`src/rtl/ctrl_pkg.sv`:
```
// Shared constants, state encoding and decoded-field bundle
// for the multi-cycle RV32I control unit.
package ctrl_pkg;

    localparam logic [6:0] OP_R      = 7'b0110011;
    localparam logic [6:0] OP_I      = 7'b0010011;
    localparam logic [6:0] OP_LOAD   = 7'b0000011;
    localparam logic [6:0] OP_STORE  = 7'b0100011;
    localparam logic [6:0] OP_BRANCH = 7'b1100011;
    localparam logic [6:0] OP_JAL    = 7'b1101111;
    localparam logic [6:0] OP_JALR   = 7'b1100111;
    localparam logic [6:0] OP_LUI    = 7'b0110111;
    localparam logic [6:0] OP_AUIPC  = 7'b0010111;

    localparam logic [2:0] IMM_I = 3'd0;
    localparam logic [2:0] IMM_S = 3'd1;
    localparam logic [2:0] IMM_B = 3'd2;
    localparam logic [2:0] IMM_U = 3'd3;
    localparam logic [2:0] IMM_J = 3'd4;

    localparam logic [3:0] ALU_ADD   = 4'b0000;
    localparam logic [3:0] ALU_PASSB = 4'b1111;

    localparam logic [1:0] WB_MEM = 2'd0;
    localparam logic [1:0] WB_ALU = 2'd1;
    localparam logic [1:0] WB_PC4 = 2'd2;

    typedef enum logic [2:0] {
        FETCH     = 3'd0,
        DECODE    = 3'd1,
        EXECUTE   = 3'd2,
        MEM       = 3'd3,
        WRITEBACK = 3'd4,
        TRAP      = 3'd5
    } state_e;

    typedef enum logic [2:0] {
        CL_ALU,
        CL_LOAD,
        CL_STORE,
        CL_BRANCH,
        CL_JUMP
    } iclass_e;

    typedef struct packed {
        logic [2:0] imm_sel;
        logic       alu_src1;
        logic       alu_src2;
        logic [3:0] alu_sel;
        logic       br_un;
        logic       ld_u;
        logic [1:0] wb_sel;
    } dec_t;

    // funct3[2] picks lt vs eq, funct3[0] inverts the sense
    function automatic logic br_taken(input logic [2:0] f3,
                                      input logic       eq,
                                      input logic       lt);
        return f3[2] ? (lt ^ f3[0]) : (eq ^ f3[0]);
    endfunction

endpackage

```
`src/rtl/ctrl_decode.sv`:
```
// Combinational instruction decoder: datapath selects,
// legality and instruction class from opcode/funct fields.
module ctrl_decode
    import ctrl_pkg::*;
(
    input  logic [6:0] opcode,
    input  logic [2:0] funct3,
    input  logic       funct7_5,
    output dec_t       fields,
    output logic       legal,
    output iclass_e    iclass
);

    always_comb begin
        fields.imm_sel  = IMM_I;
        fields.alu_src1 = 1'b0;
        fields.alu_src2 = 1'b1;
        fields.alu_sel  = ALU_ADD;
        fields.br_un    = 1'b0;
        fields.ld_u     = 1'b0;
        fields.wb_sel   = WB_ALU;
        legal           = 1'b1;
        iclass          = CL_ALU;
        case (opcode)
            OP_R: begin
                fields.alu_src2 = 1'b0;
                fields.alu_sel  = {funct7_5, funct3};
            end
            OP_I: begin
                // only srai uses bit 30; addi etc. carry immediate bits there
                fields.alu_sel = {funct7_5 & (funct3 == 3'b101), funct3};
            end
            OP_LOAD: begin
                iclass        = CL_LOAD;
                fields.ld_u   = funct3[2];
                fields.wb_sel = WB_MEM;
            end
            OP_STORE: begin
                iclass         = CL_STORE;
                fields.imm_sel = IMM_S;
            end
            OP_BRANCH: begin
                iclass          = CL_BRANCH;
                fields.imm_sel  = IMM_B;
                fields.alu_src1 = 1'b1;
                fields.br_un    = funct3[1];
                legal           = (funct3[2:1] != 2'b01);
            end
            OP_JAL: begin
                iclass          = CL_JUMP;
                fields.imm_sel  = IMM_J;
                fields.alu_src1 = 1'b1;
                fields.wb_sel   = WB_PC4;
            end
            OP_JALR: begin
                iclass        = CL_JUMP;
                fields.wb_sel = WB_PC4;
            end
            OP_LUI: begin
                fields.imm_sel = IMM_U;
                fields.alu_sel = ALU_PASSB;
            end
            OP_AUIPC: begin
                fields.imm_sel  = IMM_U;
                fields.alu_src1 = 1'b1;
            end
            default: legal = 1'b0;
        endcase
    end

endmodule

```
`src/rtl/multicycle_control.sv`:
```
// Multi-cycle RV32I control FSM: fetch/decode/execute/mem/
// writeback sequencing, memory handshake timeout and traps.
module multicycle_control
    import ctrl_pkg::*;
#(
    parameter int XLEN        = 32,
    parameter int MEM_TIMEOUT = 15
) (
    input  logic            clk,
    input  logic            rst,
    input  logic [XLEN-1:0] instr,
    input  logic            mem_ready,
    input  logic            br_eq,
    input  logic            br_lt,
    output logic            ir_we,
    output logic            pc_we,
    output logic            pc_sel,
    output logic            reg_wen,
    output logic [2:0]      imm_sel,
    output logic            alu_src1,
    output logic            alu_src2,
    output logic [3:0]      alu_sel,
    output logic            br_un,
    output logic            mem_req,
    output logic            mem_we,
    output logic            ld_u,
    output logic [1:0]      wb_sel,
    output logic            instr_done,
    output logic            illegal,
    output logic            bus_err,
    output logic [2:0]      state
);

    localparam int CW = (MEM_TIMEOUT > 0) ? $clog2(MEM_TIMEOUT + 1) : 1;

    state_e          state_q, state_d;
    logic [CW-1:0]   wait_q, wait_d;
    logic            illegal_q, illegal_d;
    logic            bus_err_q, bus_err_d;

    dec_t            dec;
    logic            legal;
    iclass_e         iclass;
    logic            timeout;

    logic            req, we, irw, pcw, pcs, rwe, done, fen;

    logic            unused_bits;
    assign unused_bits = ^{instr[XLEN-1:31], instr[29:15], instr[11:7]};

    ctrl_decode u_dec (
        .opcode   (instr[6:0]),
        .funct3   (instr[14:12]),
        .funct7_5 (instr[30]),
        .fields   (dec),
        .legal    (legal),
        .iclass   (iclass)
    );

    assign timeout = (MEM_TIMEOUT != 0) && !mem_ready
                  && (wait_q == CW'(MEM_TIMEOUT));

    always_comb begin
        state_d   = state_q;
        illegal_d = illegal_q;
        bus_err_d = bus_err_q;
        req  = 1'b0;
        we   = 1'b0;
        irw  = 1'b0;
        pcw  = 1'b0;
        pcs  = 1'b0;
        rwe  = 1'b0;
        done = 1'b0;
        fen  = 1'b0;
        case (state_q)
            FETCH: begin
                req = 1'b1;
                if (mem_ready) begin
                    irw     = 1'b1;
                    state_d = DECODE;
                end else if (timeout) begin
                    bus_err_d = 1'b1;
                    state_d   = TRAP;
                end
            end
            DECODE: begin
                fen = 1'b1;
                if (!legal) begin
                    illegal_d = 1'b1;
                    state_d   = TRAP;
                end else begin
                    state_d = EXECUTE;
                end
            end
            EXECUTE: begin
                fen = 1'b1;
                if (iclass == CL_BRANCH) begin
                    pcw     = 1'b1;
                    pcs     = br_taken(instr[14:12], br_eq, br_lt);
                    done    = 1'b1;
                    state_d = FETCH;
                end else if (iclass == CL_LOAD || iclass == CL_STORE) begin
                    state_d = MEM;
                end else begin
                    state_d = WRITEBACK;
                end
            end
            MEM: begin
                fen = 1'b1;
                req = 1'b1;
                we  = (iclass == CL_STORE);
                if (mem_ready) begin
                    if (iclass == CL_STORE) begin
                        pcw     = 1'b1;
                        done    = 1'b1;
                        state_d = FETCH;
                    end else begin
                        state_d = WRITEBACK;
                    end
                end else if (timeout) begin
                    bus_err_d = 1'b1;
                    state_d   = TRAP;
                end
            end
            WRITEBACK: begin
                fen     = 1'b1;
                rwe     = 1'b1;
                pcw     = 1'b1;
                pcs     = (iclass == CL_JUMP);
                done    = 1'b1;
                state_d = FETCH;
            end
            TRAP: state_d = TRAP;
            default: state_d = FETCH;
        endcase
        // every request phase starts with a zero count
        wait_d = (req && !mem_ready) ? wait_q + 1'b1 : '0;
    end

    always_ff @(posedge clk) begin
        if (rst) begin
            state_q   <= FETCH;
            wait_q    <= '0;
            illegal_q <= 1'b0;
            bus_err_q <= 1'b0;
        end else begin
            state_q   <= state_d;
            wait_q    <= wait_d;
            illegal_q <= illegal_d;
            bus_err_q <= bus_err_d;
        end
    end

    assign ir_we      = !rst && irw;
    assign pc_we      = !rst && pcw;
    assign pc_sel     = !rst && pcs;
    assign reg_wen    = !rst && rwe;
    assign mem_req    = !rst && req;
    assign mem_we     = !rst && we;
    assign instr_done = !rst && done;
    assign illegal    = !rst && illegal_q;
    assign bus_err    = !rst && bus_err_q;
    assign state      = rst ? 3'(FETCH) : 3'(state_q);

    assign {imm_sel, alu_src1, alu_src2, alu_sel, br_un, ld_u, wb_sel} =
        (!rst && fen) ? dec : '0;

endmodule

```
`config.mk`:
```
export PLATFORM = sky130hd
export DESIGN_NAME = multicycle_control
export DESIGN_NICKNAME = d
export VERILOG_FILES = /design/src/rtl/ctrl_pkg.sv /design/src/rtl/ctrl_decode.sv /design/src/rtl/multicycle_control.sv
export SDC_FILE = /design/constraint.sdc
export NUM_CORES = 1
export LEC_CHECK = 0
export CORE_MARGIN = 10
export CORE_UTILIZATION = 39
export DETAILED_ROUTE_END_ITERATION = 16
export PLACE_DENSITY_LB_ADDON = 0.15
export SLEW_MARGIN = 20
export SYNTH_ARGS = -nofsm -noshare
export SYNTH_HDL_FRONTEND = slang
export SYNTH_HIERARCHICAL = 1
export SYNTH_SLANG_ARGS = --single-unit
```
`constraint.sdc`:
```
create_clock -name clk -period 5.7 [get_ports clk]
set_clock_uncertainty 0.1 [all_clocks]
set_input_delay 1.71 -clock clk [delete_from_list [all_inputs] [get_ports clk]]
set_output_delay 1.71 -clock clk [all_outputs]
set_load 0.005 [all_outputs]
```
After elaboration in Yosys (flattened, before gate mapping)
Cells that the tools add are included.
{"block": "word_totals", "reg_bits": 9, "in_bits": 37, "output_inout_bits": 25, "wordCells": 88}
{"block": "op_classes", "add_sub_neg": 1, "n_eq_ne": 21, "n_mux": 32, "n_bitwise": 6, "n_reduce_logical": 24}
{"cell": "2-to-1 mux 3 bit", "n": 8}
{"cell": "one-hot mux 3 bit (4 select lines)", "n": 2}
{"cell": "equality test 7 x 6 -> 1 bit, second input constant", "n": 3}
{"cell": "equality test 7 bit, second input constant", "n": 3}
{"cell": "2-to-1 mux 1 bit", "n": 15}
{"cell": "one-hot mux 3 bit (5 select lines)", "n": 1}
{"cell": "equality test 7 x 5 -> 1 bit, second input constant", "n": 2}
{"cell": "2-to-1 mux 13 bit", "n": 1}
{"cell": "equality test 3 x 2 -> 1 bit, second input constant", "n": 4}
{"cell": "equality test 3 bit, second input constant", "n": 4}
{"cell": "one-hot mux 4 bit (3 select lines)", "n": 1}
{"cell": "logical AND 1 bit", "n": 11}
{"cell": "OR reduction 2 bit", "n": 4}
{"cell": "OR reduction 8 bit", "n": 1}
{"cell": "equality test 7 x 2 -> 1 bit, second input constant", "n": 1}
{"cell": "equality test 3 x 1 -> 1 bit, second input constant", "n": 2}
{"cell": "adder 4 x 1 -> 4 bit, second input constant", "n": 1}
{"cell": "equality test 4 bit, second input constant", "n": 1}
{"cell": "one-hot mux 1 bit (2 select lines)", "n": 2}
{"cell": "one-hot mux 2 bit (2 select lines)", "n": 1}
{"cell": "OR reduction 4 bit", "n": 1}
{"cell": "logical NOT 3 bit", "n": 1}
{"cell": "inverter 1 bit", "n": 3}
{"cell": "one-hot mux 1 bit (3 select lines)", "n": 1}
{"cell": "8 further kinds", "n": 10}

Logic depth before layout (Yosys ltp)
Gate-level depths: netlist of the first run.
{"block": "logic_depth", "depth_word": 8, "ltp_mapped": 8, "mapped_depth_nobuf": 6}

Hierarchy
The synthesis of the first run kept the hierarchy.
{"mod": "multicycle_control", "instances": 1, "cells_per_inst": 92, "area_per_inst_um2": 690.7, "seq_area_each_um2": 180.2}
{"mod": "ctrl_decode", "instances": 1, "cells_per_inst": 41, "area_per_inst_um2": 280.3, "seq_area_each_um2": 0.0}

Worst setup path after synthesis of the first run
OpenSTA, ideal clock, no wires.
{"block": "synth_path", "path_kind": "input -> output", "from": "input instr[2]", "to": "output pc_we", "t_arrival_ns": 3.070, "required_time_ns": 3.890, "path_slack_ns": 0.820, "cell_stages": 8, "n_path_buf": 2, "path_cell_list": "nand4bb_1 > buf_4 > nor3_1 > nand2b_1 > o21ai_0 > a22oi_1 > nor2_1 > buf_4"}
{"block": "synth_via", "elab_chain_cells": 8, "word_cells_on_any_way": 14, "cone_classes": "7 x eq/ne; 5 x mux; 2 x reduce/logical"}
{"item": "start: declaration", "line_no": "multicycle_control.sv:11", "rtl": "input logic [XLEN-1:0] instr,"}
{"item": "equality test 7 bit", "line_no": "ctrl_decode.sv:24", "rtl": "case (opcode)"}
{"item": "OR reduction 2 bit (no line)"}
{"item": "one-hot mux 3 bit (4 select lines) *", "line_no": "ctrl_decode.sv:24"}
{"item": "net iclass[0]", "line_no": "multicycle_control.sv:43", "rtl": "iclass_e iclass;"}
{"item": "equality test 3 x 2 -> 1 bit", "line_no": "multicycle_control.sv:113", "rtl": "if (iclass == CL_STORE) begin"}
{"item": "2-to-1 mux 1 bit (2 in a row)"}
{"item": "one-hot mux 1 bit (3 select lines) *"}
{"item": "logical AND 1 bit *"}
{"item": "end: declaration", "line_no": "multicycle_control.sv:16", "rtl": "output logic pc_we,"}
Mark *: on every way through the listed nets, which the timed path passes. The rest lies on a longest branch.

==> run_summary.xml, run 1 <==
<?xml version="1.0" encoding="UTF-8"?>
<metrics>
  <group name="clocking">
    <metric name="tritoncts_clock_tree" unit="">built</metric>
    <metric name="clock-sinks" unit="">9</metric>
    <metric name="clock_path_buffers" unit="">2</metric>
    <metric name="number_of_buffers_inserted_during_clock_tree_synthesis" unit="">3</metric>
    <metric name="cts_hold_fix_bufs" unit="">0</metric>
    <metric name="clkTransAtPathRegs" unit="ns">0.05</metric>
    <metric name="root_buffer_cell" unit="">clkbuf_4</metric>
    <metric name="clk-insertion-delay-late" unit="ns">0.26</metric>
    <metric name="cts_max_level" unit="">1</metric>
  </group>
  <group name="worst_setup_path">
    <metric name="cell_with_the_most_instances_on_the_worst_path" unit="">clkdlybuf4s50_1</metric>
    <metric name="cp.required" unit="ns">3.89</metric>
    <metric name="cp.buffers_inverters" unit="">3</metric>
    <metric name="path_delay_family" unit="">buffers and inverters</metric>
    <metric name="timing.reg2reg.worst_path_depth" unit="">4</metric>
    <metric name="critical_path.reg2reg.startpoint" unit="">state_q[0]$_SDFF_PP0_</metric>
    <metric name="crit_path_cell_trace" unit="">clkdlybuf4s50_1, buf_4, nand3_1, nor3_2, a22o_1, and2_1, clkdlybuf4s50_1</metric>
    <metric name="regToRegSetupSlack" unit="ns">4.05</metric>
    <metric name="timing.critical_path.arrival" unit="ns">3.70</metric>
    <metric name="worst-path-max-fanout" unit="">6</metric>
    <metric name="critical_path.startpoint_type" unit="">input pin</metric>
    <metric name="critical_path.reg2reg.endpoint" unit="">bus_err_q$_SDFFE_PP0P_</metric>
    <metric name="crit_path_capture_type" unit="">primary output</metric>
    <metric name="crit_path_top_delay_cell" unit="">clkdlybuf4s50_1</metric>
    <metric name="timing.setup.critical_path_class" unit="">input pin to primary output</metric>
    <metric name="critical-path-max-stage-delay" unit="ns">0.51</metric>
  </group>
  <group name="timing">
    <metric name="achievable-frequency" unit="MHz">181.5</metric>
    <metric name="maxSlewHeadroom" unit="%">60.33</metric>
    <metric name="tightest_slew" unit="ns">0.5929</metric>
    <metric name="final-setup-viol-count" unit="">0</metric>
    <metric name="rsz_0062_raised_after_global_routing" unit="">no</metric>
    <metric name="timing.setup.tns" unit="ns">0</metric>
    <metric name="hold_viol" unit="">0</metric>
    <metric name="slew_limit_fails" unit="">0</metric>
    <metric name="finalCriticalPeriod" unit="ns">5.510</metric>
    <metric name="final.hold.worst_slack" unit="ns">0.3448</metric>
    <metric name="portion_of_the_clock_cycle_consumed_by_the_worst_path_in_the_final_layout" unit="%">96.66</metric>
  </group>
  <group name="floorplanning">
    <metric name="fp.dieW" unit="um">69.90</metric>
    <metric name="fp-row-count" unit="">18</metric>
    <metric name="placeableCoreArea" unit="mm2">0.002432</metric>
    <metric name="die_area" unit="mm2">0.004885</metric>
    <metric name="dieHeight" unit="um">69.90</metric>
    <metric name="initial_utilization" unit="%">39.92</metric>
    <metric name="design.portCount" unit="">62</metric>
  </group>
  <group name="logic_synthesis">
    <metric name="synth-seq-area-share" unit="%">18.56</metric>
    <metric name="postSynth.asyncResetShare" unit="%">0</metric>
    <metric name="synth_area" unit="um2">970.9</metric>
    <metric name="synth_top_cell_by_area" unit="">dfxtp_1</metric>
    <metric name="number_of_enable_flip_flop_cells_after_synthesis" unit="">0</metric>
    <metric name="post_synth_inst_count" unit="">133</metric>
    <metric name="synthesis.area_per_instance" unit="um2">7.300</metric>
    <metric name="total_of_flip_flops_plus_latches_after_synthesis" unit="">9</metric>
    <metric name="yosys-top-cells-area" unit="">dfxtp_1 (19%), and2_1 (10%), nor2_1 (6.2%)</metric>
    <metric name="post_synth_num_cell_types" unit="">44</metric>
    <metric name="synth_nets" unit="">171</metric>
    <metric name="yosys_most_used_dff" unit="">dfxtp_1</metric>
    <metric name="ys_warn_count" unit="">6</metric>
    <metric name="yosys.area.top_type_share" unit="%">18.56</metric>
  </group>
  <group name="finish">
    <metric name="area_delta_synth_final" unit="%">52.71</metric>
    <metric name="fill_cells" unit="">238</metric>
    <metric name="n_antenna_cell" unit="">0</metric>
    <metric name="layout-drive-gt1-share" unit="%">13.48</metric>
    <metric name="postLayoutCellArea" unit="mm2">0.001483</metric>
    <metric name="fin_nets" unit="">217</metric>
  </group>
  <group name="flow_run">
    <metric name="max_cap_viol_count" unit="">0</metric>
  </group>
  <group name="min_path">
    <metric name="timing.hold.worst.start" unit="">wait_q[0]$_SDFF_PP0_</metric>
    <metric name="hold-path-cell-count" unit="">1</metric>
    <metric name="hold_path_end" unit="">wait_q[0]$_SDFF_PP0_</metric>
    <metric name="hold_class" unit="">flip-flop to flip-flop</metric>
  </group>
  <group name="placed_design">
    <metric name="dpl.hpwl" unit="um">2315</metric>
    <metric name="placement.io_buffers" unit="">40</metric>
    <metric name="place_congestion" unit="">0.8459</metric>
    <metric name="dpl-instance-area" unit="mm2">0.001420</metric>
  </group>
  <group name="detailed_routing">
    <metric name="ant_nets" unit="">0</metric>
    <metric name="routed_wirelength" unit="um">2858</metric>
    <metric name="first_iter_violations" unit="">59</metric>
    <metric name="dr.pass1.iters" unit="">4</metric>
    <metric name="vias_per_cell" unit="">5.221</metric>
    <metric name="route.detailed.wl_per_inst" unit="um">13.74</metric>
    <metric name="route.vias.total" unit="">1086</metric>
    <metric name="route.detailed.drc" unit="">0</metric>
  </group>
  <group name="global_route">
    <metric name="global_route.overflow_total" unit="">0</metric>
    <metric name="grt_start_max_net_pins" unit="">14</metric>
    <metric name="first_global_vias" unit="">1006</metric>
    <metric name="groute.usage.overall" unit="%">11.20</metric>
    <metric name="antenna_found_initial" unit="">0</metric>
    <metric name="grt_first_pass_wirelength" unit="um">4802</metric>
  </group>
  <group name="power_and_ir_drop">
    <metric name="leakagePower" unit="uW">0.0005894</metric>
    <metric name="max-vdd-ir-drop" unit="mV">0.1970</metric>
    <metric name="power_per_cell_area" unit="mW/mm2">124.8</metric>
  </group>
  <group name="run_status">
    <metric name="result_of_the_run" unit="">complete, no violations</metric>
  </group>
</metrics>
[timing repair]
action | in CTS | in global routing
setup endpoints to repair | 0 | 4
gates resized for setup | 0 | 6
buffers inserted | 0 | 1
[cells in the final DEF, fill, tap and decap left out, types with 2 or more instances in the layout]
master	count
a211o_1	2
a21oi_1	4
a22o_1	3
a31oi_1	2
and2_1	16
buf_4	9
clkbuf_4	3
clkdlybuf4s50_1	37
dfxtp_1	9
dlymetal6s2s_1	3
inv_1	4
nand2_1	4
nand2b_1	7
nand3_1	3
nor2_1	14
nor2_2	4
nor2b_1	6
nor3_1	10
nor4_1	5
o21ai_0	2
or2_1	2
or3_1	2
xnor2_1	4
xor2_1	3
[synth_stat cells (2+ instances only)]
cell,instances
a211o_1,2
a21oi_1,4
a22o_1,3
a31oi_1,2
and2_1,16
buf_2,2
buf_4,2
clkbuf_1,2
dfxtp_1,9
inv_1,4
nand2_1,4
nand2b_1,7
nand3_1,3
nor2_1,16
nor2_2,2
nor2b_1,6
nor3_1,10
nor4_1,5
o21ai_0,2
or2_1,2
or3_1,2
xnor2_1,4
xor2_1,3
[flip-flops by register name, indices dropped and copies added (netlist names)]
signal and flops:
state_q 3, illegal_q 1, bus_err_q 1, wait_q 4
[worst max path at each step]
stage | from | endpoint | cells after the start
floorplan | instr[2] | pc_we | 8
global placement | instr[5] | mem_we | 7
detailed placement | instr[5] | mem_we | 7
CTS | instr[5] | mem_we | 7
global route | instr[2] | pc_we | 9
finish | instr[2] | alu_sel[0] | 7
[final cells by class]
class                      instances  area, um2  share of cell area, %
inverter                           4      15.01                  1.013
timing repair buffer              49      475.5                  32.07
tap                               30      37.54                  2.532
clock buffer                       4      26.28                  1.772
multi-input combinational        112      748.2                  50.46
sequential                         9      180.2                  12.15
[cell families after synthesis]
kind of cell | Yosys count | share of synthesized area (%)
simple gates | 82 | 49.10
compound gates | 20 | 15.98
buf+inv | 12 | 6.571
flops | 9 | 18.56
xor+xnor | 7 | 6.315
mux | 2 | 2.191
fa+ha+maj | 1 | 1.288
[power breakdown]
group	internal, uW	switching (uW)	total, uW
Clock	26.9	20.5	47.4
Combinational	36.3	29.4	65.7
Sequential	66.2	5.65	71.9
Total	129	55.6	185
[worst reg2reg max path, stage by stage (launching register included)]
cell and delay, ns:
dfxtp_1 0.58, xor2_1 0.14, or3_1 0.37, or2_4 0.27
o21bai_2 0.13
[through the flow]
step / total power [uW] / std cells / util, % / setup WS [ns]
6_report: 185.0 / 208 / 60.96 / 0.1904
5_1_grt: 197.4 / 208 / 60.96 / 0.003175
4_1_cts: 185.7 / 207 / 59.47 / 0.04251
3_5_place_dp: 137.3 / 203 / 58.38 / 0.05102
3_3_place_gp: 136.5 / 203 / 58.38 / 0.09658
2_1_floorplan: 104.4 / 133 / - / 0.8202
[metal layers]
layer,GRT usage (%),vias to the layer above,part of all wire [%]
met4,3.728,0,1.1
met1,13.40,480,44
met5,0,-,0
li1,-,559,-
met3,2.260,10,5.9
met2,19.23,37,49
No activity file was read; power rests on OpenSTA's default activity.
==> run 2: changes to the inputs <==
--- a/config.mk
+++ b/config.mk
@@ -7,6 +7,7 @@
 export LEC_CHECK = 0
 export CORE_MARGIN = 10
 export CORE_UTILIZATION = 39
+export CTS_CLUSTER_DIAMETER = 80
 export DETAILED_ROUTE_END_ITERATION = 16
 export PLACE_DENSITY_LB_ADDON = 0.15
 export SLEW_MARGIN = 20
==> results of run 2 <==
No change in the layout: final DEF, timing and power equal those of run 1.
==> run 3: changes to the inputs <==
--- a/config.mk
+++ b/config.mk
@@ -6,12 +6,11 @@
 export NUM_CORES = 1
 export LEC_CHECK = 0
 export CORE_MARGIN = 10
-export CORE_UTILIZATION = 39
+export CORE_UTILIZATION = 35
 export CTS_CLUSTER_DIAMETER = 80
 export DETAILED_ROUTE_END_ITERATION = 16
 export PLACE_DENSITY_LB_ADDON = 0.15
 export SLEW_MARGIN = 20
 export SYNTH_ARGS = -nofsm -noshare
 export SYNTH_HDL_FRONTEND = slang
-export SYNTH_HIERARCHICAL = 1
 export SYNTH_SLANG_ARGS = --single-unit
==> run_summary.xml, run 3 <==
<?xml version="1.0" encoding="UTF-8"?>
<metrics>
  <group name="detailed_routing">
    <metric name="route.vias.total" unit="">998</metric>
    <metric name="routed_wirelength" unit="um">2718</metric>
    <metric name="vias_per_cell" unit="">5.198</metric>
    <metric name="route.detailed.wl_per_inst" unit="um">14.16</metric>
    <metric name="route.detailed.drc" unit="">0</metric>
    <metric name="dr.pass1.iters" unit="">4</metric>
    <metric name="first_iter_violations" unit="">34</metric>
    <metric name="ant_nets" unit="">0</metric>
  </group>
  <group name="logic_synthesis">
    <metric name="synth_top_cell_by_area" unit="">dfxtp_1</metric>
    <metric name="ys_top_cells_by_count" unit="">a21oi_1 (14), nor2_1 (14), dfxtp_1 (9), nor3_1 (9), inv_1 (8)</metric>
    <metric name="ys_warn_count" unit="">0</metric>
    <metric name="synth-seq-area-share" unit="%">22.75</metric>
    <metric name="synthesis.area_per_instance" unit="um2">6.828</metric>
    <metric name="yosys_most_used_dff" unit="">dfxtp_1</metric>
    <metric name="post_synth_num_cell_types" unit="">34</metric>
    <metric name="synth_area" unit="um2">792.0</metric>
    <metric name="total_of_flip_flops_plus_latches_after_synthesis" unit="">9</metric>
    <metric name="yosys.area_share.adder" unit="%">1.580</metric>
    <metric name="synth_nets" unit="">154</metric>
    <metric name="main_combinational_cell_family_by_area_after_synthesis" unit="">simple AND/OR/NAND/NOR gates</metric>
    <metric name="yosys.area.top_type_share" unit="%">22.75</metric>
    <metric name="synthMuxAreaShare" unit="%">1.264</metric>
    <metric name="postSynth.asyncResetShare" unit="%">0</metric>
    <metric name="yosys-top-cells-area" unit="">dfxtp_1 (23%), a21oi_1 (8.8%), nor2_1 (6.6%)</metric>
    <metric name="area_share_of_xor_xnor_cells_in_the_synthesized_design" unit="%">4.423</metric>
    <metric name="post_synth_inst_count" unit="">116</metric>
    <metric name="number_of_enable_flip_flop_cells_after_synthesis" unit="">0</metric>
    <metric name="area_fraction_in_compound_gates_after_synthesis" unit="%">19.12</metric>
    <metric name="synth_simple_gate_area_share" unit="%">44.08</metric>
  </group>
  <group name="global_route">
    <metric name="grt_start_max_net_pins" unit="">13</metric>
    <metric name="busiest_layer" unit="">met2</metric>
    <metric name="grt_first_pass_wirelength" unit="um">4291</metric>
    <metric name="global_route.usage.met3" unit="%">4.628</metric>
    <metric name="antenna_found_initial" unit="">0</metric>
    <metric name="first_global_vias" unit="">954</metric>
    <metric name="use_met2" unit="%">19.72</metric>
    <metric name="met1_track_demand_over_resource" unit="%">13.10</metric>
    <metric name="groute.usage.overall" unit="%">11.69</metric>
    <metric name="global_route.overflow_total" unit="">0</metric>
  </group>
  <group name="timing">
    <metric name="portion_of_the_clock_cycle_consumed_by_the_worst_path_in_the_final_layout" unit="%">98.40</metric>
    <metric name="slew_limit_fails" unit="">0</metric>
    <metric name="finalCriticalPeriod" unit="ns">5.609</metric>
    <metric name="achievable-frequency" unit="MHz">178.3</metric>
    <metric name="hold_viol" unit="">0</metric>
    <metric name="rsz_0062_raised_after_global_routing" unit="">no</metric>
    <metric name="tightest_slew" unit="ns">0.4775</metric>
    <metric name="maxSlewHeadroom" unit="%">67.98</metric>
    <metric name="final-setup-viol-count" unit="">0</metric>
    <metric name="timing.setup.tns" unit="ns">0</metric>
  </group>
  <group name="floorplanning">
    <metric name="fp.dieW" unit="um">67.57</metric>
    <metric name="fp-row-count" unit="">17</metric>
    <metric name="die_area" unit="mm2">0.004566</metric>
    <metric name="placeableCoreArea" unit="mm2">0.002191</metric>
    <metric name="initial_utilization" unit="%">36.15</metric>
    <metric name="design.portCount" unit="">62</metric>
    <metric name="dieHeight" unit="um">67.57</metric>
  </group>
  <group name="finish">
    <metric name="reg_with_most_ffs" unit="">wait_q</metric>
    <metric name="area_delta_synth_final" unit="%">64.45</metric>
    <metric name="top_regs" unit="">wait_q (4), state_q (3)</metric>
    <metric name="n_antenna_cell" unit="">0</metric>
    <metric name="fin_nets" unit="">203</metric>
    <metric name="final_cell_count_no_fill" unit="">192</metric>
    <metric name="layout.cells.most_common" unit="">clkdlybuf4s50_1</metric>
    <metric name="most-common-layout-cells" unit="">clkdlybuf4s50_1 (40), nor2_1 (14), a21oi_1 (13)</metric>
    <metric name="layout-drive-gt1-share" unit="%">11.59</metric>
    <metric name="largest_register_ffs" unit="">4</metric>
  </group>
  <group name="clocking">
    <metric name="cts_max_level" unit="">1</metric>
    <metric name="clkTransAtPathRegs" unit="ns">0.07</metric>
    <metric name="cts_hold_fix_bufs" unit="">0</metric>
    <metric name="clock-sinks" unit="">9</metric>
    <metric name="tritoncts_clock_tree" unit="">built</metric>
    <metric name="clock_path_buffers" unit="">2</metric>
    <metric name="clk-insertion-delay-late" unit="ns">0.27</metric>
    <metric name="root_buffer_cell" unit="">clkbuf_4</metric>
    <metric name="number_of_buffers_inserted_during_clock_tree_synthesis" unit="">3</metric>
  </group>
  <group name="worst_setup_path">
    <metric name="critical_path.startpoint_type" unit="">input pin</metric>
    <metric name="crit_path_capture_type" unit="">primary output</metric>
    <metric name="cp.required" unit="ns">3.89</metric>
    <metric name="cell_with_the_most_instances_on_the_worst_path" unit="">clkdlybuf4s50_1</metric>
    <metric name="crit_path_cell_trace" unit="">clkdlybuf4s50_1, nand4bb_4, nor2_4, nand2_2, or4_1, a21oi_2, clkdlybuf4s50_1</metric>
    <metric name="crit_path_top_delay_cell" unit="">or4_1</metric>
    <metric name="critical-path-max-stage-delay" unit="ns">0.54</metric>
    <metric name="timing.setup.critical_path_class" unit="">input pin to primary output</metric>
    <metric name="worst-path-max-fanout" unit="">3</metric>
    <metric name="timing.critical_path.arrival" unit="ns">3.80</metric>
  </group>
  <group name="placed_design">
    <metric name="dpl.hpwl" unit="um">2213</metric>
    <metric name="place_congestion" unit="">0.9024</metric>
    <metric name="placement.io_buffers" unit="">40</metric>
    <metric name="dp_cells" unit="">187</metric>
  </group>
  <group name="flow_run">
    <metric name="max_cap_viol_count" unit="">0</metric>
  </group>
  <group name="run_status">
    <metric name="result_of_the_run" unit="">complete, no violations</metric>
  </group>
  <group name="power_and_ir_drop">
    <metric name="power_per_cell_area" unit="mW/mm2">135.8</metric>
    <metric name="leakagePower" unit="uW">0.0004768</metric>
    <metric name="power.total" unit="uW">176.8</metric>
    <metric name="max-vdd-ir-drop" unit="mV">0.1349</metric>
  </group>
  <group name="min_path">
    <metric name="hold_class" unit="">flip-flop to flip-flop</metric>
  </group>
</metrics>
## run 3: cell families (layout without fill, tap and decap cells)
kind of cell,after synthesis,in the layout
mux,1,1
buf+inv,13,61
xor+xnor,4,4
flops,9,9
compound gates,26,26
fa+ha+maj,1,1
simple gates,62,62
## run 3: final cells by class
class / count / area [um2]
Tap cell: 28 / 35.03
Clock inverter: 1 / 5.005
Inverter: 8 / 30.03
Timing Repair Buffer: 49 / 467.9
Clock buffer: 3 / 22.52
Fill cell: 204 / 888.4
Multi-Input combinational cell: 94 / 561.8
Sequential cell: 9 / 180.2
## run 3: path summary, 6_finish.rpt
check,cells after the start,endpoint,slack (ns),startpoint
max,7,pc_sel,0.09,instr[2]
min,1,wait_q[0]$_SDFF_PP0_,0.35,wait_q[0]$_SDFF_PP0_
max reg2reg,4,bus_err_q$_SDFFE_PP0P_,4.26,state_q[1]$_SDFF_PP0_
min reg2reg,1,wait_q[0]$_SDFF_PP0_,0.35,wait_q[0]$_SDFF_PP0_
## run 3: routing by layer
layer  part of all wire (%)  up-vias
met5                      0        -
met4                    1.1        0
met3                    8.8        5
met2                     48       28
met1                     42      466
li1                       -      499
## run 3: timing repair
item                                    CTS  global route
gates resized for setup                   0             1
setup buffers                             0             1
endpoints found under the setup margin    0             1
## run 3: where the power goes
part	leakage, uW	internal (uW)	switching (uW)	total, uW
Sequential	0.0000733	65.7	3.87	69.6
Clock	0.0000177	26.0	25.4	51.4
Combinational	0.000386	30.7	25.1	55.8
## run 3: per-stage QoR
stage                     util [%]  setup slack [ns]  area (um2)  hold slack, ns
after global placement       57.68           0.09028        1264          0.3254
after global routing         59.45          0.001367        1303          0.3818
after floorplan                  -             1.069       792.0          0.3176
final                        59.45           0.09103        1303          0.3528
after CTS                    58.94           0.05087        1291          0.3554
after detailed placement     57.68           0.06526        1264          0.3448
## run 3: critical path: cells and delay by family
kind	cells	cell delay, ns
simple gates	4	0.99
compound gates	1	0.16
buf+inv	2	0.94
